<file path="src/rtl/mem_port_arbiter_if.sv">
// rtl/mem_port_arbiter_if.sv - fetch/data requester and memory bus bundle for mem_port_arbiter
interface mem_port_arbiter_if #(
  parameter int ADDR_W = 8,
  parameter int DATA_W = 8
);
  logic              if_req;
  logic [ADDR_W-1:0] if_addr;
  logic              if_gnt;
  logic              if_stall;
  logic [DATA_W-1:0] if_rdata;
  logic              if_valid;

  logic              d_req;
  logic              d_we;
  logic [ADDR_W-1:0] d_addr;
  logic [DATA_W-1:0] d_wdata;
  logic              d_gnt;
  logic              d_stall;
  logic [DATA_W-1:0] d_rdata;
  logic              d_valid;

  logic [ADDR_W-1:0] mem_addr;
  logic              mem_we;
  logic [DATA_W-1:0] mem_wdata;
  logic [DATA_W-1:0] mem_rdata;

  // master: requesters plus the memory array; slave: the arbiter itself
  modport master (
    output if_req, if_addr, d_req, d_we, d_addr, d_wdata, mem_rdata,
    input  if_gnt, if_stall, if_rdata, if_valid,
    input  d_gnt, d_stall, d_rdata, d_valid,
    input  mem_addr, mem_we, mem_wdata
  );

  modport slave (
    input  if_req, if_addr, d_req, d_we, d_addr, d_wdata, mem_rdata,
    output if_gnt, if_stall, if_rdata, if_valid,
    output d_gnt, d_stall, d_rdata, d_valid,
    output mem_addr, mem_we, mem_wdata
  );
endinterface

</file>
<file path="src/rtl/mem_port_arbiter.sv">
// rtl/mem_port_arbiter.sv - single-port fetch/data memory arbiter with registered read return
// MEM_ARB_STARVE_GUARD_EN enables the fetch starvation counter; undefined gives data strict priority.
module mem_port_arbiter #(
  parameter int ADDR_W     = 8,
  parameter int DATA_W     = 8,
  parameter int DATA_BASE  = 128,
  parameter int STARVE_MAX = 3
) (
  input logic                clk,
  input logic                rst,
  mem_port_arbiter_if.slave  bus
);

  typedef enum logic [1:0] {IDLE, RESP_I, RESP_D} state_t;

  localparam int                CNT_W   = $clog2(STARVE_MAX + 1);
  localparam logic [CNT_W-1:0]  CNT_MAX = CNT_W'(STARVE_MAX);
  localparam logic [ADDR_W-1:0] BASE    = ADDR_W'(DATA_BASE);

  state_t            state_q, state_d;
  logic              if_valid_q, d_valid_q;
  logic [DATA_W-1:0] if_rdata_q, if_rdata_d;
  logic [DATA_W-1:0] d_rdata_q, d_rdata_d;
  logic              if_gnt, d_gnt, fetch_pri;
  logic [ADDR_W-1:0] mem_addr;
  logic              mem_we;
  logic [DATA_W-1:0] mem_wdata;

`ifdef MEM_ARB_STARVE_GUARD_EN
  logic [CNT_W-1:0] starve_cnt_q, starve_cnt_d;

  assign fetch_pri = (starve_cnt_q == CNT_MAX);

  always_comb begin
    starve_cnt_d = starve_cnt_q;
    if (!bus.if_req || if_gnt)
      starve_cnt_d = '0;
    else if (d_gnt && (starve_cnt_q != CNT_MAX))
      starve_cnt_d = starve_cnt_q + CNT_W'(1);
  end

  always_ff @(posedge clk or negedge rst) begin
    if (!rst) starve_cnt_q <= '0;
    else      starve_cnt_q <= starve_cnt_d;
  end
`else
  logic unused_starve_cfg;
  assign unused_starve_cfg = ^CNT_MAX;
  assign fetch_pri         = 1'b0;
`endif

  // Data wins a conflict unless fetch has waited out its starvation budget
  assign d_gnt  = bus.d_req & ~(bus.if_req & fetch_pri);
  assign if_gnt = bus.if_req & ~d_gnt;

  always_comb begin
    mem_addr  = '0;
    mem_we    = 1'b0;
    mem_wdata = '0;
    if (if_gnt) begin
      mem_addr = bus.if_addr;
    end else if (d_gnt) begin
      mem_addr  = bus.d_addr + BASE;
      mem_we    = bus.d_we;
      mem_wdata = bus.d_wdata;
    end
  end

  always_comb begin
    state_d    = IDLE;
    if_rdata_d = if_rdata_q;
    d_rdata_d  = d_rdata_q;
    if (if_gnt) begin
      state_d    = RESP_I;
      if_rdata_d = bus.mem_rdata;
    end else if (d_gnt && !bus.d_we) begin
      state_d   = RESP_D;
      d_rdata_d = bus.mem_rdata;
    end
  end

  always_ff @(posedge clk or negedge rst) begin
    if (!rst) begin
      state_q    <= IDLE;
      if_valid_q <= 1'b0;
      d_valid_q  <= 1'b0;
      if_rdata_q <= '0;
      d_rdata_q  <= '0;
    end else begin
      state_q    <= state_d;
      if_valid_q <= (state_d == RESP_I);
      d_valid_q  <= (state_d == RESP_D);
      if_rdata_q <= if_rdata_d;
      d_rdata_q  <= d_rdata_d;
    end
  end

  assign bus.if_gnt    = if_gnt;
  assign bus.if_stall  = bus.if_req & ~if_gnt;
  assign bus.if_rdata  = if_rdata_q;
  assign bus.if_valid  = if_valid_q;
  assign bus.d_gnt     = d_gnt;
  assign bus.d_stall   = bus.d_req & ~d_gnt;
  assign bus.d_rdata   = d_rdata_q;
  assign bus.d_valid   = d_valid_q;
  assign bus.mem_addr  = mem_addr;
  assign bus.mem_we    = mem_we;
  assign bus.mem_wdata = mem_wdata;

endmodule

</file>
<file path="src/flat_wrapper.sv">
// flat-port wrapper written by rule: the top's interface ports become plain ports
module mem_port_arbiter_flat 
#(
  parameter int ADDR_W     = 8,
  parameter int DATA_W     = 8,
  parameter int DATA_BASE  = 128,
  parameter int STARVE_MAX = 3
)
  (clk, rst, bus_if_req, bus_if_addr, bus_d_req, bus_d_we, bus_d_addr, bus_d_wdata, bus_mem_rdata, bus_if_gnt, bus_if_stall, bus_if_rdata, bus_if_valid, bus_d_gnt, bus_d_stall, bus_d_rdata, bus_d_valid, bus_mem_addr, bus_mem_we, bus_mem_wdata);
  mem_port_arbiter_if #(.ADDR_W(ADDR_W), .DATA_W(DATA_W)) bus_i ();
  input logic clk;
  input logic rst;
  input wire logic [$bits(bus_i.if_req)-1:0] bus_if_req;
  input wire logic [$bits(bus_i.if_addr)-1:0] bus_if_addr;
  input wire logic [$bits(bus_i.d_req)-1:0] bus_d_req;
  input wire logic [$bits(bus_i.d_we)-1:0] bus_d_we;
  input wire logic [$bits(bus_i.d_addr)-1:0] bus_d_addr;
  input wire logic [$bits(bus_i.d_wdata)-1:0] bus_d_wdata;
  input wire logic [$bits(bus_i.mem_rdata)-1:0] bus_mem_rdata;
  output wire logic [$bits(bus_i.if_gnt)-1:0] bus_if_gnt;
  output wire logic [$bits(bus_i.if_stall)-1:0] bus_if_stall;
  output wire logic [$bits(bus_i.if_rdata)-1:0] bus_if_rdata;
  output wire logic [$bits(bus_i.if_valid)-1:0] bus_if_valid;
  output wire logic [$bits(bus_i.d_gnt)-1:0] bus_d_gnt;
  output wire logic [$bits(bus_i.d_stall)-1:0] bus_d_stall;
  output wire logic [$bits(bus_i.d_rdata)-1:0] bus_d_rdata;
  output wire logic [$bits(bus_i.d_valid)-1:0] bus_d_valid;
  output wire logic [$bits(bus_i.mem_addr)-1:0] bus_mem_addr;
  output wire logic [$bits(bus_i.mem_we)-1:0] bus_mem_we;
  output wire logic [$bits(bus_i.mem_wdata)-1:0] bus_mem_wdata;
  assign bus_i.if_req = bus_if_req;
  assign bus_i.if_addr = bus_if_addr;
  assign bus_i.d_req = bus_d_req;
  assign bus_i.d_we = bus_d_we;
  assign bus_i.d_addr = bus_d_addr;
  assign bus_i.d_wdata = bus_d_wdata;
  assign bus_i.mem_rdata = bus_mem_rdata;
  assign bus_if_gnt = bus_i.if_gnt;
  assign bus_if_stall = bus_i.if_stall;
  assign bus_if_rdata = bus_i.if_rdata;
  assign bus_if_valid = bus_i.if_valid;
  assign bus_d_gnt = bus_i.d_gnt;
  assign bus_d_stall = bus_i.d_stall;
  assign bus_d_rdata = bus_i.d_rdata;
  assign bus_d_valid = bus_i.d_valid;
  assign bus_mem_addr = bus_i.mem_addr;
  assign bus_mem_we = bus_i.mem_we;
  assign bus_mem_wdata = bus_i.mem_wdata;
  mem_port_arbiter #(.ADDR_W(ADDR_W), .DATA_W(DATA_W), .DATA_BASE(DATA_BASE), .STARVE_MAX(STARVE_MAX)) u_core (.clk(clk), .rst(rst), .bus(bus_i));
endmodule
</file>
<file path="config.mk">
export PLATFORM = sky130hd
export DESIGN_NAME = mem_port_arbiter_flat
export DESIGN_NICKNAME = d
export VERILOG_FILES = /design/src/rtl/mem_port_arbiter_if.sv /design/src/rtl/mem_port_arbiter.sv /design/src/flat_wrapper.sv
export SDC_FILE = /design/constraint.sdc
export NUM_CORES = 1
export LEC_CHECK = 0
export CORE_MARGIN = 2
export CORE_UTILIZATION = 29
export CTS_BUF_LIST = sky130_fd_sc_hd__clkbuf_16
export DETAILED_ROUTE_END_ITERATION = 6
export HOLD_SLACK_MARGIN = 0.06
export PLACE_DENSITY = 0.75
export SYNTH_ARGS = -nofsm -noshare
export SYNTH_HDL_FRONTEND = slang
export SYNTH_SLANG_ARGS = --single-unit
</file>
<file path="constraint.sdc">
create_clock -name clk -period 0.8 [get_ports clk]
set_input_delay 0.12 -clock clk [delete_from_list [all_inputs] [get_ports clk]]
set_output_delay 0.12 -clock clk [all_outputs]
set_load 0.02 [all_outputs]
</file>
Word-level counts from Yosys, hierarchy flattened
Index checks and enable logic that the tools add are counted.
Widths: inputs -> output; s select.

word-level totals
  RAM bits = 0
  bits in latches = 0
  input bits = 37
  memories = 0
  bits in read-only memories = 0
  output and inout port bits = 39
  logic and storage cells = 22
  register bits after elaboration = 18

cells by class
  shifts and indexed selects = 0
  equality and inequality tests = 2
  order comparisons = 0
  add/subtract/negate cells = 1
  multiply operators = 0
  bitwise logic cells = 4
  div/mod/pow operators = 0
  reduce and logical (&&, ||, !) cells = 3
  muxes and demuxes = 8

operator list
  kind                 number
  $mux 8               4
  $add 8x8->8 const B  1
  $mux 2               2
  $and 1x1->1          2
  $eq 2x1->1 const B   1
  $eq 2x2->1 const B   1
  $mux 1               2
  $not 1->1            2
  $reduce_and 2->1     1
  $logic_and 1x1->1    1
  $logic_not 1->1      1

Depth between registers and ports, before layout
Gate-level depths: netlist of run 1.

  word-level depth = 5
  mapped depth = 3
  depth with buffers taken out = 2

Worst setup path after synthesis of run 1
No wires, ideal clock.

  kind = input to output
  start = input port bus_d_req
  end = output port bus_mem_addr[0]
  stages = 2
  required time = 0.680 ns
  arrival time = 0.778 ns
  slack = -0.098 ns
  buffers on the path = 1
  cells stage by stage = clkbuf_1 -> o21ai_0

on the way
  longest elaborated chain between the ends = 3
  elaborated cells on any way between the ends = 4
  those cells by class = mux: 2; bitwise: 2

ends and longest elaborated chain
  element      RTL line                text
  from (decl)  flat_wrapper.sv:15      input wire logic [$bits(bus_i.d_req)-1:0] bus_d_req;
  $not 1->1    mem_port_arbiter.sv:54  assign if_gnt = bus.if_req & ~d_gnt;
  $and 1x1->1  mem_port_arbiter.sv:54
  $mux 8 (*)   mem_port_arbiter.sv:60  if (if_gnt) begin
  to (decl)    flat_wrapper.sv:28      output wire logic [$bits(bus_i.mem_addr)-1:0] bus_mem_addr;

Mark *: on every way between the ends. The rest lies on a longest branch, timed or not.

Final worst setup path of run 1
  start = input port bus_d_req
  end = output port bus_mem_addr[4]

The elaborated chain is that of the path after synthesis.

==> metrics.md, run 1 <==
| Metric | Value |
|---|---|
| Netlist cell types | `15` |
| Clock network power share | `0.289` |
| Final RePlAce weighted congestion | `0.6701` |
| Syn Nets | `109` |
| Placed inst area | `0.001793 mm2` |
| Mapped Cells | `72` |
| ANT cells | `0` |
| Post-route minimum period | `0.9518 ns` |
| Arr. time, crit path | `~0.83 ns` |
| Worst Setup EP | `bus_mem_addr[4]` |
| Crit path launch | `bus_d_req` |
| Net Switching | `0.0009402 W` |
| Sw frac | `0.2740` |
| Final wirelength | `between 2000 and 3000 um` |
| Die footprint | `around 0.0036 mm2` |
| Via count | `about 880` |
| Initial antenna violation count | `0` |
| Remaining Overflow, GRT | `0` |
| Total count of hold-check failures in the final report | `0` |
| CORE AREA | `0.003028 mm2` |
| Antenna-violating nets left | `0` |
| Path category of the worst min-delay check | `in -> async` |
| I/O pins | `between 70 and 80` |
| Crit share post-route | `1.190` |
| Drt drc | `0` |
| Sum of negative setup slack | `-2.851 ns` |
| FF/Latch Area | `464.2 um2` |
| Std cell rows | `20` |
| Most frequent cells in the layout | `42 x buf_6, 23 x dlygate4sd2_1, 16 x mux2_4, 11 x dfrtp_2` |
| Sequential share of the synthesized area | `0.4932` |
| Post-synthesis cell area | `913.4 um2` |
| Most used cell, CP | `buf_6` |
| Pre-antenna DRT Iters | `3` |
| Clock latency on the worst-skew pair | `around 0.25 ns` |
| Die Y | `about 60 um` |
| Fill cells | `around 250` |
| Highest clock rate | `1.051 GHz` |
| Number of buffers added on ports | `74` |
| Crit Reg-Reg Endpoint | `u_core.bus.if_rdata[6]` |
| Initial DRC count | `15` |
| Initial Utilization | `0.3017` |
| Final setup vio count | `32` |
| Clock slew at reported path FFs | `0.06 ns` |
| Cts bufs inserted | `3` |
| Fin. max-slew vios | `0` |
| Share of cells above drive strength 1 | `0.6188` |
| Power Density | `~1700 mW/mm2` |
| Reg-to-reg slack, setup | `-0.10 ns` |
| Slowest-stage cell, CP | `nor2b_4` |
| Combinational share of power | `0.375` |
| All-Layer GR Usage | `0.1560` |
| Failing checks | `setup timing` |
| Internal Pwr Total | `0.002491 W` |
| Reg-to-Reg Start | `u_core.bus.if_rdata[6]` |
| H-tree depth | `1` |
| Hpwl dp | `about 2100 um` |
| CP Capture Type | `primary output` |
| Flop pwr share | `0.335` |
| Worst setup path class | `in -> out` |
| Area Overhead vs Synth | `119.7%` |
| Global-route wire length before repair | `approximately 4200 um` |
| Outcome | `complete, but fails checks` |
| Yosys reg bits | `18` |
| WL/cell | `around 14 um` |
| Cell Chain, Critical Path | `buf_8 > nor2b_4 > buf_6 > a22o_1 > buf_6` |
| Vias in the first global route | `~900` |
| Synth warn | `0` |
| Leak | `around 1.0 nW` |
| Unrepaired setup endpoints after global routing | `true` |
| Clock Skews | `0 ns` |
| Final nets | `approximately 200` |
| Clock buffer depth | `2` |
| Design Area, Final | `between 0.002 and 0.0025 mm2` |
| Max FO, Critical Path | `5` |
| Clock tree sinks | `18` |
| Post-CTS Hold Fix Bufs | `0` |
| Critical path launch point type | `input pin` |
| Avg Cell Area, Syn | `between 10 and 15 um2` |
| Multi-input gate area | `about 480 um2` |
| Clock root cell | `clkbuf_16` |
| Commonest non-fill, non-tap cell in the layout | `buf_6` |
| Die X | `60.12 um` |
| CTS tree | `built` |
| Peak supply drop | `approximately 1.3 mV` |
| Pre-CTS WS | `-1.067 ns` |
| Worst r2r path cells | `2` |
| Fin worst setup slack | `-0.1518 ns` |
| Worst Path Required | `just under 0.7 ns` |
| Slowest Stage Delay on Critical Path | `roughly 0.20 ns` |
| Largest net degree at the start of global routing | `20` |
| Max-cap violations | `0` |
| Drt via density | `between 4 and 5` |
## logic make-up (layout without fill, tap and decap cells)
kind of cell | after synthesis | in the layout | share of synthesized area
compound gates | 8 | 8 | 0.06027
buf+inv | 8 | 95 | 0.05753
flops | 18 | 18 | 0.4931
mux | 16 | 16 | 0.2507
other cells | 1 | 1 | 0.004106
simple gates | 21 | 22 | 0.1342
## critical path, delay by kind of cell
family,cells,cell delay (ns)
and+or+nand+nor,1,0.20
AOI/OAI and AO/OA,1,0.15
buffers and inverters,3,0.37
## final cells by class
cell class,count,share of cell area
flip-flops and latches,18,0.2313
inverters,2,0.003741
repair buffers,89,0.4570
clock inverters,1,0.001870
well taps,44,0.02743
multi-input cells,47,0.2413
clock buffers,3,0.03741
## per-layer routing
layer	wire, um	global-route usage
met5	0	0
met4	0	0.01905
met3	311	0.04113
met2	1497	0.2966
met1	1097	0.1767
## stage by stage
| stage | hold WS [ns] | utilization | total power (W) | cells |
|---|---|---|---|---|
| 2_1_floorplan | -0.1756 | - | 0.001667 | 72 |
| 3_3_place_gp | 0.4676 | 0.5921 | 0.002310 | 193 |
| 3_5_place_dp | 0.4720 | 0.5921 | 0.002336 | 193 |
| 4_1_cts | 0.2079 | 0.6579 | 0.003452 | 204 |
| 5_1_grt | 0.2136 | 0.6628 | 0.003579 | 204 |
| 6_report | 0.2042 | 0.6628 | 0.003431 | 204 |
## flip-flops by register name, summed over array words and instances (netlist names)
register             cells
u_core.bus.d_rdata       8
u_core.bus.if_rdata      8
u_core.bus.d_valid       1
u_core.bus.if_valid      1
## power by group through the flow
stage / clock network [W] / registers [W] / logic (W)
finish: 0.000992 / 0.00115 / 0.00129
global placement: 0 / 0.00113 / 0.00118
CTS: 0.00101 / 0.00115 / 0.00129
floorplan: 0 / 0.00129 / 0.000378
detailed placement: 0 / 0.00114 / 0.00120
global route: 0.00106 / 0.00117 / 0.00135
## cell usage after synthesis, drive strengths merged
cell type	number	area (um2)
a22o	4	35.03
and2	10	62.56
and2b	1	7.510
buf	4	37.53
clkbuf	2	7.510
conb	1	3.750
dfrtp	18	450.4
inv	2	7.510
mux2	16	229.0
nand2	8	30.03
nand2b	1	8.760
nor2b	1	13.76
o21ai	4	20.02
## worst min path at each step
stage | slack [ns] | from | end | cells after the start
floorplan | -0.18 | rst | u_core.bus.d_rdata[0] | 0
global placement | 0.47 | rst | u_core.bus.if_rdata[4] | 2
detailed placement | 0.47 | rst | u_core.bus.if_rdata[4] | 2
CTS | 0.21 | rst | u_core.bus.if_rdata[4] | 2
global route | 0.21 | bus_if_req | u_core.bus.if_valid | 3
finish | 0.20 | rst | u_core.bus.d_rdata[2] | 2
## what timing repair did
| item | 4_1_cts | 5_1_grt |
|---|---|---|
| cloned | 1 | 0 |
| setup buffers | 6 | 1 |
| setup endpoints to repair | 56 | 37 |
| gates resized for setup | 282 | 6 |
| pin swaps | 12 | 3 |
Power figures use the tool's default switching activity.
==> run 2, diff against run 1 <==
- CORE_MARGIN: 2 -> not set
==> run 2 against run 1 <==
The run still ends with setup timing left. Clock power decreased by 2%. Final area increased by 2.2%. Utilization increased by 1.5 points. Wire length increased by 11%. Sequential share of layout area decreased by 0.51 points. Critical endpoint is now bus_if_rdata[7]. Largest cell class unchanged. Largest power group unchanged. Highest routed layer is now met4.
==> metrics.md, run 2 (synthesis results as in run 1) <==
| Metric | Value |
|---|---|
| Post-layout util | `0.6777 (+0.01488)` |
| Power Density | `1695 mW/mm2 (-0.83%)` |
| Worst setup path class | `reg -> out` |
| Reg-to-reg slack, setup | `-0.09 ns (about the same)` |
| Via count | `892 (+1.5%)` |
| I/O pins | `76 (unchanged)` |
| WL/cell | `15.81 um (+11%)` |
| Pre-antenna DRT Iters | `4 (+1)` |
| Design Area, Final | `0.002052 mm2 (+2.2%)` |
| Clock latency on the worst-skew pair | `0.25 ns (about the same)` |
| Leak | `1.027 nW (+1.1%)` |
| Hpwl dp | `2204 um (+2.8%)` |
| Max FO, Critical Path | `2 (-3)` |
| Top Usage Layer GRT | `met2` |
| All-Layer GR Usage | `0.1917 (+0.03573)` |
| FF/Latch Area | `464.2 um2 (unchanged)` |
| Pre-CTS WS | `-0.9694 ns (+0.09774 ns)` |
| CORE AREA | `0.003028 mm2 (unchanged)` |
| Critical path launch point type | `flop` |
| Drt via density | `4.373 (+1.5%)` |
| Die X | `58.12 um (-3.3%)` |
| Cell Chain, Critical Path | `buf_6` |
| Final wirelength | `3225 um (+11%)` |
| Hold path endpoint | `u_core.bus.if_valid` |
| Reg-to-Reg Start | `u_core.bus.if_rdata[6]` |
| Post-CTS Hold Fix Bufs | `0 (unchanged)` |
| Buffers plus inverters on the worst setup path | `1 (-2)` |
| Die Y | `58.12 um (-3.3%)` |
| CTS tree | `built` |
| Antenna-violating nets left | `0 (unchanged)` |
| Path category of the worst min-delay check | `in -> reg` |
| Initial DRC count | `57 (+42)` |
| H-tree depth | `1 (unchanged)` |
| Clock root cell | `clkbuf_16` |
| Area Overhead vs Synth | `124.7%` |
| Fin. max-slew vios | `0 (unchanged)` |
| Clock buffer depth | `2 (unchanged)` |
| Clock Skews | `0 ns (unchanged)` |
| Worst Hold Depth | `3` |
| Met3 usage | `0.05134 (+0.01021)` |
| CP top delay family | `flip-flops` |
| Non-Filler Instances | `204 (unchanged)` |
| Drt drc | `0 (unchanged)` |
| Total count of hold-check failures in the final report | `0 (unchanged)` |
| Clock tree sinks | `18 (unchanged)` |
| Max-cap violations | `0 (unchanged)` |
| Final setup vio count | `41 (+28%)` |
| Fill cells | `225 (-8.9%)` |
| CP Capture Type | `primary output` |
| Final nets | `198 (unchanged)` |
| Sum of negative setup slack | `-2.983 ns (-0.1322 ns)` |
| Slowest-stage cell, CP | `dfrtp_2` |
| Die footprint | `0.003378 mm2 (-6.5%)` |
| Worst Path Required | `0.68 ns (about the same)` |
| Slowest Stage Delay on Critical Path | `0.42 ns (+0.22 ns)` |
| Std cell rows | `20 (unchanged)` |
| Met1 usage | `0.2158 (+0.03909)` |
| Unrepaired setup endpoints after global routing | `true` |
| Crit share post-route | `1.148 (-0.04185)` |
| Share of cells above drive strength 1 | `0.6188 (unchanged)` |
| Multi-input gate area | `483.0 um2 (-0.26%)` |
| Critical path depth in cells | `1 (-4)` |
| Remaining Overflow, GRT | `0 (unchanged)` |
| Dpl cells | `195 (+1.0%)` |
| Largest net degree at the start of global routing | `19 (-5.0%)` |
| Placed inst area | `0.001795 mm2 (+0.14%)` |
| Arr. time, crit path | `0.80 ns (-0.03 ns)` |
| Highest clock rate | `1.089 GHz (+3.6%)` |
| Clock slew at reported path FFs | `0.05 ns (about the same)` |
| Initial Utilization | `0.3017 (unchanged)` |
| Most frequent cells in the layout | `42 x buf_6, 20 x dlygate4sd2_1, 16 x mux2_4, 11 x dfrtp_2, 9 x clkdlybuf4s50_1` |
| Vias in the first global route | `923 (+3.0%)` |
| Met2 Use GR | `0.3465 (+0.04989)` |
| Worst r2r path cells | `2 (unchanged)` |
| Global-route wire length before repair | `4781 um (+15%)` |
| Number of buffers added on ports | `74 (unchanged)` |
| Final RePlAce weighted congestion | `0.6547 (-2.3%)` |
| Failing checks | `setup timing` |
| Crit Reg-Reg Endpoint | `u_core.bus.if_rdata[6]` |
| Commonest non-fill, non-tap cell in the layout | `buf_6` |
| Min-delay src | `bus_if_req` |
| Initial antenna violation count | `0 (unchanged)` |
| Peak supply drop | `1.003 mV (-22%)` |
| ANT cells | `0 (unchanged)` |
| Outcome | `complete, but fails checks` |
| Fin worst setup slack | `-0.1183 ns (+0.03348 ns)` |
| Post-route minimum period | `0.9183 ns (-0.03348 ns)` |
| Cts bufs inserted | `3 (unchanged)` |
## run 2: cell types whose count changed in the layout (fill, tap and decap cells not counted), moves of 2 or more
cell             delta
buf_4               -2
and2_4              -2
dlygate4sd2_1       -3
buf_12              +2
and2_1              +2
clkdlybuf4s15_1     +2
## run 2: timing repair
item	in CTS	in global routing
setup endpoints to repair	56	46
cloned	2	0
setup buffers	2	1
resized for setup	287	15
pin swaps	17	6
## run 2: report_power, final
| part | leakage (nW) | total [W] | switching [W] | internal, W |
|---|---|---|---|---|
| Clock | 0.0423 | 0.000975 | 0.000313 | 0.000662 |
| Combinational | 0.783 | 0.00135 | 0.000534 | 0.000817 |
| Sequential | 0.202 | 0.00115 | 0.0000990 | 0.00105 |
## run 2: worst max-delay path by stage
stage / start / end
2_1_floorplan: bus_d_req / bus_mem_addr[0]
3_3_place_gp: bus_d_req / bus_mem_wdata[5]
3_5_place_dp: bus_d_req / bus_mem_addr[0]
4_1_cts: bus_d_wdata[1] / bus_mem_wdata[1]
5_1_grt: u_core.bus.if_rdata[7] / bus_if_rdata[7]
6_report: u_core.bus.if_rdata[7] / bus_if_rdata[7]
## run 2: cell type report
cell class              instances  area share
clock buffers                   3     0.03659
well taps                      44     0.02683
inverters                       2    0.003659
multi-input cells              47      0.2354
clock inverters                 1    0.001829
flip-flops and latches         18      0.2262
repair buffers                 89      0.4695
## run 2: routing by layer
metal	vias up	wire, um	share of wire
li1	416	-	-
met1	423	1201	0.37
met2	49	1693	0.52
met3	4	284	0.088
met4	0	45	0.014
met5	-	0	0
## run 2: metrics by stage
stage,power [W],hold WS [ns]
final,0.003479,0.1969
after global routing,0.003631,0.2014
after CTS,0.003473,0.1980
after detailed placement,0.002347,0.4787
after global placement,0.002332,0.4737
after floorplan,0.001667,-0.1756
## run 2: worst register-to-register path: stages (launching register included)
cell     delay (ns)
dfrtp_1        0.39
buf_4          0.13
mux2_4         0.25
